**src/rtl/popcount_sequencer.sv**
```systemverilog
// rtl/popcount_sequencer.sv - multi-cycle popcount, one CHUNK_WIDTH slice per cycle
// Optional build macro POPCOUNT_SEQUENCER_EARLY_EXIT_EN ends counting once the remaining word is zero.
module popcount_sequencer #(
    parameter int DATA_WIDTH  = 64,
    parameter int CHUNK_WIDTH = 16
) (
    input  logic                          clk,
    input  logic                          reset,
    input  logic                          din_valid,
    output logic                          din_ready,
    input  logic [DATA_WIDTH-1:0]         din,
    output logic                          dout_valid,
    input  logic                          dout_ready,
    output logic [$clog2(DATA_WIDTH):0]   dout,
    output logic                          busy
);
    localparam int NCHUNK = DATA_WIDTH / CHUNK_WIDTH;
    localparam int OUT_W  = $clog2(DATA_WIDTH) + 1;
    localparam int IDX_W  = (NCHUNK > 1) ? $clog2(NCHUNK) : 1;

    typedef enum logic [1:0] {
        S_IDLE  = 2'd0,
        S_COUNT = 2'd1,
        S_DONE  = 2'd2
    } state_t;

    state_t                  r_state;
    state_t                  w_next_state;
    logic [DATA_WIDTH-1:0]   r_shift;
    logic [OUT_W-1:0]        r_acc;
    logic [IDX_W-1:0]        r_idx;
    logic [DATA_WIDTH-1:0]   w_shift_next;
    logic [OUT_W-1:0]        w_chunk_cnt;
    logic                    w_last;

    assign w_shift_next = r_shift >> CHUNK_WIDTH;

    always_comb begin
        w_chunk_cnt = '0;
        for (int i = 0; i < CHUNK_WIDTH; i++) begin
            w_chunk_cnt = w_chunk_cnt + OUT_W'(r_shift[i]);
        end
    end

`ifdef POPCOUNT_SEQUENCER_EARLY_EXIT_EN
    assign w_last = (r_idx == IDX_W'(NCHUNK - 1)) || (w_shift_next == '0);
`else
    assign w_last = (r_idx == IDX_W'(NCHUNK - 1));
`endif

    always_ff @(posedge clk) begin
        if (reset) begin
            r_state <= S_IDLE;
            r_shift <= '0;
            r_acc   <= '0;
            r_idx   <= '0;
        end else begin
            r_state <= w_next_state;
            case (r_state)
                S_IDLE: begin
                    if (din_valid) begin
                        r_shift <= din;
                        r_acc   <= '0;
                        r_idx   <= '0;
                    end
                end
                S_COUNT: begin
                    r_shift <= w_shift_next;
                    r_acc   <= r_acc + w_chunk_cnt;
                    r_idx   <= r_idx + IDX_W'(1);
                end
                default: begin
                end
            endcase
        end
    end

    always_comb begin
        w_next_state = r_state;
        case (r_state)
            S_IDLE:  if (din_valid)  w_next_state = S_COUNT;
            S_COUNT: if (w_last)     w_next_state = S_DONE;
            S_DONE:  if (dout_ready) w_next_state = S_IDLE;
            default:                 w_next_state = S_IDLE;
        endcase
    end

    // Result is forced to zero outside DONE so partial sums never leak out.
    assign din_ready  = (r_state == S_IDLE);
    assign dout_valid = (r_state == S_DONE);
    assign busy       = (r_state != S_IDLE);
    assign dout       = (r_state == S_DONE) ? r_acc : '0;

endmodule
```
**config.mk**
```make
export PLATFORM = sky130hd
export DESIGN_NAME = popcount_sequencer
export DESIGN_NICKNAME = d
export VERILOG_FILES = /design/src/rtl/popcount_sequencer.sv
export SDC_FILE = /design/constraint.sdc
export NUM_CORES = 1
export LEC_CHECK = 0
export ABC_AREA = 1
export CAP_MARGIN = 20
export CORE_ASPECT_RATIO = 1.25
export CORE_MARGIN = 3
export CORE_UTILIZATION = 45
export DETAILED_ROUTE_END_ITERATION = 10
export PLACE_DENSITY = 0.72
export SYNTH_ARGS = -nofsm -noshare
export SYNTH_HDL_FRONTEND = slang
export SYNTH_SLANG_ARGS = --single-unit
```
**constraint.sdc**
```tcl
create_clock -name clk -period 4.1 [get_ports clk]
set_input_delay 0.41 -clock clk [delete_from_list [all_inputs] [get_ports clk]]
set_output_delay 0.41 -clock clk [all_outputs]
set_load 0.01 [all_outputs]
```
After elaboration in Yosys (flattened, before gate mapping)
Cells that the tools add are included.
{ "word_totals": {"ff_bits": 75, "output_inout_bits": 10, "input_bits": 68, "wordCells": 43} }
{ "classes": {"eq_ne": 6, "n_reduce_logical": 5, "n_mux": 11, "add_sub_neg": 17} }
{ "op_table": {"columns": ["cell", "count"], "rows": [
  ["64-bit case mux with 2 select lines", 1],
  ["64-bit two-way mux", 1],
  ["7-bit by 1-bit adder with 7-bit output", 9],
  ["7-bit two-way mux", 2],
  ["7-bit case mux with 2 select lines", 1],
  ["2-bit two-way mux", 4],
  ["6-bit by 1-bit adder with 7-bit output", 1],
  ["7-bit adder", 1],
  ["5-bit by 1-bit adder with 6-bit output", 1],
  ["2-bit case mux with 3 select lines", 1],
  ["4-bit by 1-bit adder with 5-bit output", 1],
  ["3-bit by 1-bit adder with 4-bit output", 1],
  ["2-bit equality test (second input constant)", 2],
  ["2-bit != test (second input constant)", 2],
  ["2-bit case mux with 2 select lines", 1],
  ["2-bit nonzero test", 2],
  ["2-bit by 1-bit adder with 3-bit output", 1],
  ["3-bit AND reduction", 1],
  ["1-bit by 1-bit adder with 2-bit output", 1],
  ["2-bit by 1-bit adder with 2-bit output (second input constant)", 1],
  ["2-bit by 1-bit equality test with 1-bit output (second input constant)", 1],
  ["2-bit zero test", 1],
  ["2-bit by 1-bit != test with 1-bit output (second input constant)", 1],
  ["2-bit AND reduction", 1]
]} }

Depth between registers and ports, before layout
{ "logic_depth": {"word_depth": 17, "ltp_mapped": 16, "mapped_depth_nobuf": 16} }

Worst setup path before layout
Ideal clock, no wire load.
{ "synth_path": {"path_kind": "register -> register", "start": "register r_shift[0]", "end": "register r_acc[4]", "path_stages_with_launch": 14, "slack_ns": 0.529, "t_arrival_ns": 3.439, "n_path_buf": 0, "path_cell_list": "dfxtp_1 > fa_1 > inv_1 > fa_1 > fa_1 > fa_1 > fa_1 > fa_1 > inv_1 > nand3_1 > nand2_1 > nand2_1 > nand3_1 > a21oi_1"} }
{ "synth_via": {"elab_chain_cells": 17} }
{ "synth_rtl": {"columns": ["item", "line_no", "rtl"], "rows": [
  ["start, declared", "29", "logic [DATA_WIDTH-1:0] r_shift;"],
  ["start signal, assigned", "62", "r_shift <= din;"],
  ["start signal, assigned", "68", "r_shift <= w_shift_next;"],
  ["1-bit by 1-bit adder with 2-bit output", "41", "w_chunk_cnt = w_chunk_cnt + OUT_W'(r_shift[i]);"],
  ["2-bit by 1-bit adder with 3-bit output", "41", null],
  ["3-bit by 1-bit adder with 4-bit output", "41", null],
  ["4-bit by 1-bit adder with 5-bit output", "41", null],
  ["5-bit by 1-bit adder with 6-bit output", "41", null],
  ["6-bit by 1-bit adder with 7-bit output", "41", null],
  ["7-bit by 1-bit adder with 7-bit output (9 in series)", "41", null],
  ["7-bit adder", "69", "r_acc <= r_acc + w_chunk_cnt;"],
  ["7-bit case mux with 2 select lines", "59", "case (r_state)"],
  ["end signal, assigned", "69", null],
  ["end, declared", "30", "logic [OUT_W-1:0] r_acc;"]
]} }
Every way passes these cells.
A chain may end at the register's enable or synchronous reset.

Final worst setup path
Same ends and word-level chain as after synthesis.

==> metrics.md <==
| Metric | Value |
|---|---|
| Clock sink total | 75 |
| Startpoint type of the worst setup path | flop |
| Slew @ Worst Pin | 0.906 ns |
| Clock buffer depth | 2 |
| Final nets | 693 |
| Reg2Reg Depth | 13 |
| 1st-pass router iterations | 4 |
| Data arrival time of the worst path | 3.98 ns |
| N_diodes | 0 |
| Clock Skews | between 0.008 and 0.009 ns |
| Critical path's slowest cell | fa_1 |
| TritonCTS clock tree | built |
| Die H | 109 um |
| H-Tree Level Count | 3 |
| Design Power | 1.82 mW |
| Root buffer cell | clkbuf_8 |
| Syn Area/Cell | 7.03 um^2 |
| Crit-path max cell delay | 0.56 ns |
| Endpoint class of the critical path | flop |
| Synth warn | 0 |
| Vias | 3414 |
| Antenna-violating nets left | 0 |
| Final max-slew violation count | 0 |
| Critical R2R Capture | r_acc[4] |
| Clk Latency, worst-skew pair | between 0.3 and 0.4 ns |
| Reg2reg setup slack | 0.33 ns |
| Most common cell after layout, fill and taps aside | nand2_1 |
| Worst EP required | approximately 4.3 ns |
| Hold buffers post-CTS | 0 |
| Final hold vios | 0 |
| WHS Endpoint | r_shift[63] |
| Post-Syn Nets | about 630 |
| Distinct cells, synth | 28 |
| CP Max Fanout | 4 |
| PortBufs | 77 |
| Share of layout cells above drive strength 1 | 0.0428 |
| Max-cap violation count | 0 |
| Status | completed |
| Hold path start | r_shift[63] |
| Sequential fraction of the synthesis area | 0.396 |
| Fin Setup TNS | 0 ns |
| Boundary Pins | between 70 and 80 |
| Most frequent cells in the layout | nand2_1 (221), clkdlybuf4s50_1 (77), inv_1 (76), dfxtp_1 (75), nand3_1 (36) |
| Drt drc | 0 |
| Fin crit period | about 3.8 ns |
| RSZ-0062 raised after global routing | no |
| GPL Wtd Cong | 0.814 |
| Via density | 4.86 |
| Total GRT Usage | 0.188 |
| Post-Synthesis Cells | 539 |
| TritonCTS Buffers | 9 |
| Number of buffers and inverters on the critical path | 2 |
| Area of the mapped netlist | 3790 um^2 |
| Total grt overflow | 0 |
| First DRT Iteration DRCs | 192 |
| Peak supply drop | 0.168 mV |
| Post-Route WL | 8810 um |
| Crit share post-route | 0.919 |
| Gr busiest metal | met2 |
| Die area | 9570 um^2 |
| Reg2Reg Launch Point | r_shift[0] |
| Most used cell, CP | fa_1 |
| Die span in x | 88.1 um |
| Leak | 2.22 nW |
| Core ar. | 7970 um^2 |
| DP HPWL | 6130 um |
| Global Route met2 Usage | 0.309 |
| Non-filler instance count after layout | 703 |
| Met3 usage | 0.0348 |
| Post-CTS Resized | 0 |
| Fmax | 0.265 GHz |
| Crit path max-delay family | adder cells |
| # setup viols final | 0 |
| Placed cell count | 688 |
| Initial antenna violation count | 0 |
| Area Overhead vs Synth | 25.0% |
| Worst slew margin | 0.395 |
| Register bit total from synthesis | 75 |
| Post-CTS Setup Bufs | 0 |
| Met1 Usage GRT | 0.240 |
| Power density cells | 384 nW/um^2 |
| Drt wl/cell | 12.5 um |
| WHS Path Cells | 2 |
| Hold Crit Class | flop to flop |
| Vias in the first global route | 3192 |
| CP cell instances | fa_1, inv_1, fa_1, fa_1, fa_1, fa_1, fa_1, inv_1, nand3_1, nand2_1, nand2_1, nand3_1, a21oi_1 |
| Initial Util | 0.476 |
| First-pass GRT wire length | 14200 um |
| Largest net degree at the start of global routing | 63 |
| WS Path Type | flop to flop |
| Clock transition at the registers of the reported paths | 0.08 ns |
| Row cnt | 36 |
==> sequential cells by signal, indices dropped and copies added (netlist names) <==
register / count
r_state: 2
r_shift: 64
r_idx: 2
r_acc: 7
==> synth_stat cells (all sizes together) <==
library cell,number,area [um^2]
a21oi,30,150
nand3,36,180
ha,9,113
o211ai,6,45.0
nand2,223,847
o21ai,2,10.0
nand3b,1,7.51
dfxtp,75,1500
and2,2,12.5
a22oi,4,30.0
buf,22,159
nor2,19,86.3
a31oi,9,56.3
fa,12,240
clkbuf,5,18.8
inv,79,302
or2,2,12.5
o22ai,2,12.5
o21a,1,7.51
==> logic make-up (layout without fill, tap and decap cells) <==
group           after synthesis  count (layout)  synth area share
flops                        75              75             0.396
buf+inv                     106             175             0.126
fa+ha+maj                    21              21            0.0931
compound gates               54              54            0.0822
simple gates                283             283             0.302
==> area by class of cell <==
class                           instances  area, um^2
Inverter                               79         302
Clock buffer                           10         128
Sequential cell                        75        1500
Timing Repair Buffer                   81         801
Tap cell                               95         119
Multi-Input combinational cell        358        1810
Clock inverter                          5        78.8
Fill cell                             797        3230
==> through the flow <==
stage / hold WS, ns / setup WS (ns) / utilization / cell area, um^2
after floorplan: 0.429 / 0.529 / - / 3790
after CTS: 0.464 / 0.331 / 0.594 / 4740
after detailed placement: 0.454 / 0.331 / 0.569 / 4530
after global routing: 0.482 / 0.156 / 0.594 / 4740
after global placement: 0.446 / 0.437 / 0.569 / 4530
final: 0.463 / 0.333 / 0.594 / 4740
==> worst min-delay path, cell delays in order, from the launching register on <==
cell     delay (ns)
dfxtp_1        0.31
nand2_1        0.06
a21oi_1        0.05
==> metal layers <==
metal  up-vias  share of wire  wire length (um)
li1       1777              -                 -
met5         -              0                 0
met2        86           0.49              4350
met4         0          0.023               203
met3        18          0.046               404
met1      1533           0.44              3840
==> power breakdown <==
part,internal (mW),switching (mW),total [mW]
registers,0.778,0.0265,0.804
logic,0.188,0.227,0.415
clock network,0.339,0.261,0.600
==> worst max-delay path by stage <==
| stage | startpoint | end | slack [ns] | cells past startpoint |
|---|---|---|---|---|
| 6_report | r_shift[0] | r_acc[4] | 0.33 | 13 |
| 5_1_grt | r_shift[0] | r_acc[4] | 0.16 | 13 |
| 4_1_cts | r_shift[0] | r_acc[4] | 0.33 | 13 |
| 3_5_place_dp | r_shift[0] | r_acc[4] | 0.33 | 13 |
| 3_3_place_gp | r_shift[0] | r_acc[4] | 0.44 | 13 |
| 2_1_floorplan | r_shift[0] | r_acc[4] | 0.53 | 13 |
(Power assumes the default switching activity.)
